### src/rtl/mem_port_arbiter_pkg.sv
// Shared constants for the data-memory port arbiter: FSM state encoding
// and requester indices used by the top level and the round-robin core.
package mem_arb_pkg;

  localparam logic ARB_S  = 1'b0;
  localparam logic LOCK_S = 1'b1;

  localparam int REQ_CORE = 0;
  localparam int REQ_IO   = 1;

  typedef enum logic {
    ST_ARB  = ARB_S,
    ST_LOCK = LOCK_S
  } state_e;

endpackage

### src/rtl/mem_port_arbiter_if.sv
// Requester-side bundle of the memory port arbiter: core load/store port,
// IO-interface port and their grant / read-return responses.
interface mem_port_arbiter_if #(
  parameter int DEPTH = 6,
  parameter int WIDTH = 32
);

  logic             core_req_i;
  logic             core_we_i;
  logic [DEPTH-1:0] core_addr_i;
  logic [WIDTH-1:0] core_wdata_i;
  logic             io_req_i;
  logic             io_we_i;
  logic [DEPTH-1:0] io_addr_i;
  logic [WIDTH-1:0] io_wdata_i;
  logic             io_lock_i;

  logic             core_gnt_o;
  logic             io_gnt_o;
  logic             core_rvalid_o;
  logic             io_rvalid_o;
  logic [WIDTH-1:0] core_rdata_o;
  logic [WIDTH-1:0] io_rdata_o;
  logic             core_stall_o;

  modport master (
    output core_req_i, core_we_i, core_addr_i, core_wdata_i,
    output io_req_i, io_we_i, io_addr_i, io_wdata_i, io_lock_i,
    input  core_gnt_o, io_gnt_o, core_rvalid_o, io_rvalid_o,
    input  core_rdata_o, io_rdata_o, core_stall_o
  );

  modport slave (
    input  core_req_i, core_we_i, core_addr_i, core_wdata_i,
    input  io_req_i, io_we_i, io_addr_i, io_wdata_i, io_lock_i,
    output core_gnt_o, io_gnt_o, core_rvalid_o, io_rvalid_o,
    output core_rdata_o, io_rdata_o, core_stall_o
  );

endinterface

### src/rtl/mem_port_arbiter_rr_arb2.sv
// Two-way round-robin grant: a tie goes to the requester not granted most
// recently; hold restricts the grant to the IO requester.
module rr_arb2
  import mem_arb_pkg::*;
(
  input  logic       clk,
  input  logic       rst_n,
  input  logic [1:0] req,
  input  logic       hold,
  output logic [1:0] gnt
);

  logic last_q;  // index of the requester granted most recently

  // NOTE: every output of an always_comb gets a default first so no path
  // through the block leaves it unassigned (which would infer a latch).
  always_comb begin
    gnt = '0;
    if (hold) begin
      gnt[REQ_IO] = req[REQ_IO];
    end else if (req[REQ_CORE] && req[REQ_IO]) begin
      if (last_q == 1'(REQ_IO)) gnt[REQ_CORE] = 1'b1;
      else                      gnt[REQ_IO]   = 1'b1;
    end else begin
      gnt = req;
    end
  end

  // NOTE: state registers use non-blocking assignments so every flop samples
  // pre-edge values regardless of block ordering.
  always_ff @(posedge clk or negedge rst_n) begin
    if (!rst_n)    last_q <= 1'(REQ_IO);
    else if (|gnt) last_q <= gnt[REQ_IO];
  end

endmodule

### src/rtl/mem_port_arbiter.sv
// Shares the single-read/single-write data memory between the core and the
// IO interface, with an IO burst-lock mode and a registered read return.
module mem_port_arbiter
  import mem_arb_pkg::*;
#(
  parameter int DEPTH = 6,
  parameter int WIDTH = 32
) (
  input  logic                clk_i,
  input  logic                rst_ni,
  mem_port_arbiter_if.slave   bus,
  output logic                mem_re_o,
  output logic [DEPTH-1:0]    mem_addread_o,
  input  logic [WIDTH-1:0]    mem_data_i,
  output logic                mem_we_o,
  output logic [DEPTH-1:0]    mem_addwrite_o,
  output logic [WIDTH-1:0]    mem_data_o
);

  state_e           state_q;
  logic [1:0]       req;
  logic [1:0]       gnt;
  logic             hold;
  logic             sel_we;
  logic [DEPTH-1:0] sel_addr;
  logic [WIDTH-1:0] sel_data;

  // Requests are masked by the reset level so nothing is granted, and no
  // memory enable can rise, while reset is asserted.
  assign req  = {bus.io_req_i & rst_ni, bus.core_req_i & rst_ni};
  assign hold = (state_q == ST_LOCK) && bus.io_lock_i;

  rr_arb2 u_rr_arb2 (
    .clk   (clk_i),
    .rst_n (rst_ni),
    .req   (req),
    .hold  (hold),
    .gnt   (gnt)
  );

  assign bus.core_gnt_o   = gnt[REQ_CORE];
  assign bus.io_gnt_o     = gnt[REQ_IO];
  assign bus.core_stall_o = bus.core_req_i & ~gnt[REQ_CORE];

  always_comb begin
    sel_we   = 1'b0;
    sel_addr = '0;
    sel_data = '0;
    if (gnt[REQ_CORE]) begin
      sel_we   = bus.core_we_i;
      sel_addr = bus.core_addr_i;
      sel_data = bus.core_wdata_i;
    end else if (gnt[REQ_IO]) begin
      sel_we   = bus.io_we_i;
      sel_addr = bus.io_addr_i;
      sel_data = bus.io_wdata_i;
    end
  end

  assign mem_re_o       = (|gnt) & ~sel_we;
  assign mem_we_o       = (|gnt) &  sel_we;
  assign mem_addread_o  = sel_addr;
  assign mem_addwrite_o = sel_addr;
  assign mem_data_o     = sel_data;

  // The lock is released on the first cycle io_lock_i drops; that cycle is
  // already arbitrated round-robin because hold is low.
  always_ff @(posedge clk_i or negedge rst_ni) begin
    if (!rst_ni) begin
      state_q <= ST_ARB;
    end else begin
      case (state_q)
        ST_ARB:  if (gnt[REQ_IO] && bus.io_lock_i) state_q <= ST_LOCK;
        ST_LOCK: if (!bus.io_lock_i)               state_q <= ST_ARB;
        default:                                   state_q <= ST_ARB;
      endcase
    end
  end

  always_ff @(posedge clk_i or negedge rst_ni) begin
    if (!rst_ni) begin
      bus.core_rvalid_o <= 1'b0;
      bus.io_rvalid_o   <= 1'b0;
      bus.core_rdata_o  <= '0;
      bus.io_rdata_o    <= '0;
    end else begin
      bus.core_rvalid_o <= gnt[REQ_CORE] & ~bus.core_we_i;
      bus.io_rvalid_o   <= gnt[REQ_IO]   & ~bus.io_we_i;
      if (gnt[REQ_CORE] && !bus.core_we_i) bus.core_rdata_o <= mem_data_i;
      if (gnt[REQ_IO]   && !bus.io_we_i)   bus.io_rdata_o   <= mem_data_i;
    end
  end

endmodule
### src/flat_wrapper.sv
// flat-port wrapper written by rule: the top's interface ports become plain ports
module mem_port_arbiter_flat import mem_arb_pkg::*;
#(
  parameter int DEPTH = 6,
  parameter int WIDTH = 32
)
  (clk_i, rst_ni, mem_re_o, mem_addread_o, mem_data_i, mem_we_o, mem_addwrite_o, mem_data_o, bus_core_req_i, bus_core_we_i, bus_core_addr_i, bus_core_wdata_i, bus_io_req_i, bus_io_we_i, bus_io_addr_i, bus_io_wdata_i, bus_io_lock_i, bus_core_gnt_o, bus_io_gnt_o, bus_core_rvalid_o, bus_io_rvalid_o, bus_core_rdata_o, bus_io_rdata_o, bus_core_stall_o);
  mem_port_arbiter_if #(.DEPTH(DEPTH), .WIDTH(WIDTH)) bus_i ();
  input  logic clk_i;
  input  logic rst_ni;
  output logic mem_re_o;
  output logic [DEPTH-1:0] mem_addread_o;
  input  logic [WIDTH-1:0] mem_data_i;
  output logic mem_we_o;
  output logic [DEPTH-1:0] mem_addwrite_o;
  output logic [WIDTH-1:0] mem_data_o;
  input wire logic [$bits(bus_i.core_req_i)-1:0] bus_core_req_i;
  input wire logic [$bits(bus_i.core_we_i)-1:0] bus_core_we_i;
  input wire logic [$bits(bus_i.core_addr_i)-1:0] bus_core_addr_i;
  input wire logic [$bits(bus_i.core_wdata_i)-1:0] bus_core_wdata_i;
  input wire logic [$bits(bus_i.io_req_i)-1:0] bus_io_req_i;
  input wire logic [$bits(bus_i.io_we_i)-1:0] bus_io_we_i;
  input wire logic [$bits(bus_i.io_addr_i)-1:0] bus_io_addr_i;
  input wire logic [$bits(bus_i.io_wdata_i)-1:0] bus_io_wdata_i;
  input wire logic [$bits(bus_i.io_lock_i)-1:0] bus_io_lock_i;
  output wire logic [$bits(bus_i.core_gnt_o)-1:0] bus_core_gnt_o;
  output wire logic [$bits(bus_i.io_gnt_o)-1:0] bus_io_gnt_o;
  output wire logic [$bits(bus_i.core_rvalid_o)-1:0] bus_core_rvalid_o;
  output wire logic [$bits(bus_i.io_rvalid_o)-1:0] bus_io_rvalid_o;
  output wire logic [$bits(bus_i.core_rdata_o)-1:0] bus_core_rdata_o;
  output wire logic [$bits(bus_i.io_rdata_o)-1:0] bus_io_rdata_o;
  output wire logic [$bits(bus_i.core_stall_o)-1:0] bus_core_stall_o;
  assign bus_i.core_req_i = bus_core_req_i;
  assign bus_i.core_we_i = bus_core_we_i;
  assign bus_i.core_addr_i = bus_core_addr_i;
  assign bus_i.core_wdata_i = bus_core_wdata_i;
  assign bus_i.io_req_i = bus_io_req_i;
  assign bus_i.io_we_i = bus_io_we_i;
  assign bus_i.io_addr_i = bus_io_addr_i;
  assign bus_i.io_wdata_i = bus_io_wdata_i;
  assign bus_i.io_lock_i = bus_io_lock_i;
  assign bus_core_gnt_o = bus_i.core_gnt_o;
  assign bus_io_gnt_o = bus_i.io_gnt_o;
  assign bus_core_rvalid_o = bus_i.core_rvalid_o;
  assign bus_io_rvalid_o = bus_i.io_rvalid_o;
  assign bus_core_rdata_o = bus_i.core_rdata_o;
  assign bus_io_rdata_o = bus_i.io_rdata_o;
  assign bus_core_stall_o = bus_i.core_stall_o;
  mem_port_arbiter #(.DEPTH(DEPTH), .WIDTH(WIDTH)) u_core (.clk_i(clk_i), .rst_ni(rst_ni), .bus(bus_i), .mem_re_o(mem_re_o), .mem_addread_o(mem_addread_o), .mem_data_i(mem_data_i), .mem_we_o(mem_we_o), .mem_addwrite_o(mem_addwrite_o), .mem_data_o(mem_data_o));
endmodule
### config.mk
export PLATFORM = sky130hd
export DESIGN_NAME = mem_port_arbiter_flat
export DESIGN_NICKNAME = d
export VERILOG_FILES = /design/src/rtl/mem_port_arbiter_pkg.sv /design/src/rtl/mem_port_arbiter_if.sv /design/src/rtl/mem_port_arbiter_rr_arb2.sv /design/src/rtl/mem_port_arbiter.sv /design/src/flat_wrapper.sv
export SDC_FILE = /design/constraint.sdc
export NUM_CORES = 1
export LEC_CHECK = 0
export BUFFER_PORTS_ARGS = -buffer_cell sky130_fd_sc_hd__buf_2
export CORE_MARGIN = 4
export CORE_UTILIZATION = 42
export DETAILED_ROUTE_END_ITERATION = 16
export PLACE_DENSITY = 0.81
export SYNTH_ARGS = -nofsm -noshare
export SYNTH_HDL_FRONTEND = slang
export SYNTH_SLANG_ARGS = --single-unit
### constraint.sdc
create_clock -name clk_i -period 2 [get_ports clk_i]
set_input_delay 0.2 -clock clk_i [delete_from_list [all_inputs] [get_ports clk_i]]
set_output_delay 0.2 -clock clk_i [all_outputs]
set_load 0.01 [all_outputs]
==> results.ini <==
[timing]
fin_crit_sh_pct=94.3
setup_viol=0
finalMaxSlewViolations=0
final-hold-violation-count=0
tns_ns=0
hold_ws_ns=0.0472
relSlewSlack_pct=46.2
max_freq_mhz=530
tightestPinTransition_ns=0.807
fin_worst_skew_ns=0.0146
rsz0062_at_grt=no
period_needed_ns=1.89

[synth]
ys_seq_elements=68
synth-simple-area-share_pct=14.0
yosysWarnings=0
synthAdderAreaFrac_pct=0
async_flop_share_pct=100
syn-instance-count=300
yosysTopAreaCell=dfrtp_1
synth-xor-area-share_pct=0
yosys-top-cells-count=dfrtp_1, mux2_2, nand3_1
synth_edf_count=0
synthMuxAreaShare_pct=21.3
syn-num-nets=415
synth_cell_type_count=24
synth_compound_area_share_pct=8.21
synth.most_common_cell=dfrtp_1
synth_area_leaders=dfrtp_1, mux2_2, nand4_1, nand3_1, o21ai_0
syn_avg_cell_area_um2=11.3
synth_top_area_share_pct=49.6
synth_top_family_by_area=multiplexers
synth_area_mm2=0.00338
synth_ff_type=dfrtp_1
synth-seq-area-share_pct=50.3

[critical_path]
cp-start-kind=flip-flop
ff2ff_path_depth=6
critical_path.endpoint=mem_addwrite_o[3]
crit_chain=nand2b_4 -> nand3_2 -> inv_4 -> buf_12 -> o21ai_0 -> buf_2
end_kind=primary output
arrival_ns=1.69
required_ns=1.80
startpoint=u_core.u_rr_arb2.last_q$_DFFE_PN1P_
critical-path-slowest-cell=dfstp_2
critPathMaxStageDelay_ns=0.53
r2r-start=u_core.state_q$_DFF_PN0_
critPathMaxFanout=21
reg2reg_setup_slack_ns=0.24
crit_type=flip-flop to primary output
r2r-end=u_core.bus.io_rdata_o[11]$_DFFE_PN0P_

[routing]
wire_per_inst_um=17.8
final_antenna_net_count=0
totalWireLength_um=11100
vias_per_cell=5.35
num_vias=3344
firstDrtPassIters=4
drc_errors=0
drt_iter0_drc=141

[clock_tree]
cts_hold_buf=0
cts_tree=built
clk_path_buf_depth=2
htree_levels=3
cts-root-buf=clkbuf_8
cts_sinks=68
clk_latency_ns=0.33
cts.reportedPaths.clkPinSlew_ns=0.06
cts_buffers=9

[finish]
antenna_cells=0
syn_to_final_growth_pct=44.8
utilization_pct=63.1
layout-drive-gt1-share_pct=63.1
fin_nets=634

[job]
max_cap_violations=0

[power_and_ir_drop]
switching_share_pct=32.0
powerDensity_mw_per_mm2=923
seq_power_share_pct=42.5
p_int_mw=3.08
power_frac_clock_pct=24.7
ir_drop_mv=0.690
p_leak_nw=2.46
switchingPower_mw=1.44
pwr-share-comb_pct=32.8

[floorplan]
die_w_um=97.8
io_pins=230
dieArea_mm2=0.00956
start_util_pct=43.6
rows=32
fp.coreArea_mm2=0.00777
die_h_um=97.8

[global_route]
grt_usage_pct=22.4
antenna_found_initial=0
grt_max_degree=68
grt_pass1_wl_um=17600
overflow=0
grt_pass1_vias=3456

[hold_path]
min_path_type=primary input to asynchronous set/reset pin

[outcome]
status=completed

[place]
gp_congestion=0.987
dp_hpwl_um=8410
io_buffers=229

[layer usage]
layer | routed length, um | track usage [%]
met1 | 4030 | 25.3
met2 | 5810 | 40.1
met3 | 1100 | 6.71
met4 | 208 | 8.20
met5 | 0 | 0
[cell type report]
cell class / instances / area [um2]
Clock inverter: 5 / 61.3
Sequential cell: 68 / 1700
Clock buffer: 10 / 138
Multi-Input combinational cell: 192 / 1480
Timing Repair Buffer: 245 / 1370
Inverter: 3 / 13.8
Tap cell: 102 / 128
Fill cell: 663 / 2870
[layout by cell type (no fill, tap or decap), drive strengths merged, types with 2 or more instances in the layout]
cell type	n
dfrtp	67
buf	244
mux2	64
clkbuf	11
inv	4
a21boi	2
nand3	39
clkinvlp	3
o21ai	38
a21oi	2
nand4	39
[cells by family after synthesis]
logic type             count (synthesis)
buffers and inverters                 40
AO/OA/AOI/OAI                         47
flip-flops                            68
multiplexers                          64
AND/OR/NAND/NOR                       81
[power groups by stage]
stage	clock [mW]	sequential [mW]	combinational (mW)
after CTS	1.14	1.92	1.49
final	1.12	1.92	1.48
after global routing	1.21	1.96	1.61
after floorplan	0	2.10	0.567
after detailed placement	0	1.95	1.46
after global placement	0	1.92	1.42
[critical path: cells and delay by family, from the launching register on]
family,cells,cell delay [ns]
DFF,1,0.53
and+or+nand+nor,2,0.27
buffers and inverters,3,0.43
AOI/OAI and AO/OA,1,0.13
[metrics by stage]
stage               power [mW]  worst slack [ns]  instances  instance area (um2)
floorplan                 2.67             0.175        300                 3380
global placement          3.34             0.225        604                 4600
detailed placement        3.41             0.170        604                 4600
CTS                       4.56            0.0259        622                 4850
global route              4.78            0.0189        625                 4900
finish                    4.52             0.114        625                 4900
[timing repair]
item / 4_1_cts / 5_1_grt
endpoints found under the setup margin: 47 / 24
pin swaps: 1 / 2
buffers inserted: 2 / 2
cloned: 1 / 1
gates resized for setup: 4 / 6
hold endpoints to repair: 0 / 0
[flip-flops by register name (all words and copies together), names as in the netlist]
| register | flops |
|---|---|
| u_core.bus.io_rvalid_o | 1 |
| u_core.u_rr_arb2.last_q | 1 |
| u_core.bus.core_rdata_o | 32 |
| u_core.bus.core_rvalid_o | 1 |
| u_core.bus.io_rdata_o | 32 |
| u_core.state_q | 1 |
[worst min path at each step]
stage	start	to
after floorplan	rst_ni	u_core.bus.core_rdata_o[0]$_DFFE_PN0P_
after global routing	rst_ni	u_core.u_rr_arb2.last_q$_DFFE_PN1P_
final	rst_ni	u_core.u_rr_arb2.last_q$_DFFE_PN1P_
after CTS	rst_ni	u_core.u_rr_arb2.last_q$_DFFE_PN1P_
after detailed placement	rst_ni	u_core.u_rr_arb2.last_q$_DFFE_PN1P_
after global placement	rst_ni	u_core.u_rr_arb2.last_q$_DFFE_PN1P_
Note: power is estimated with default switching activity, not from simulation.
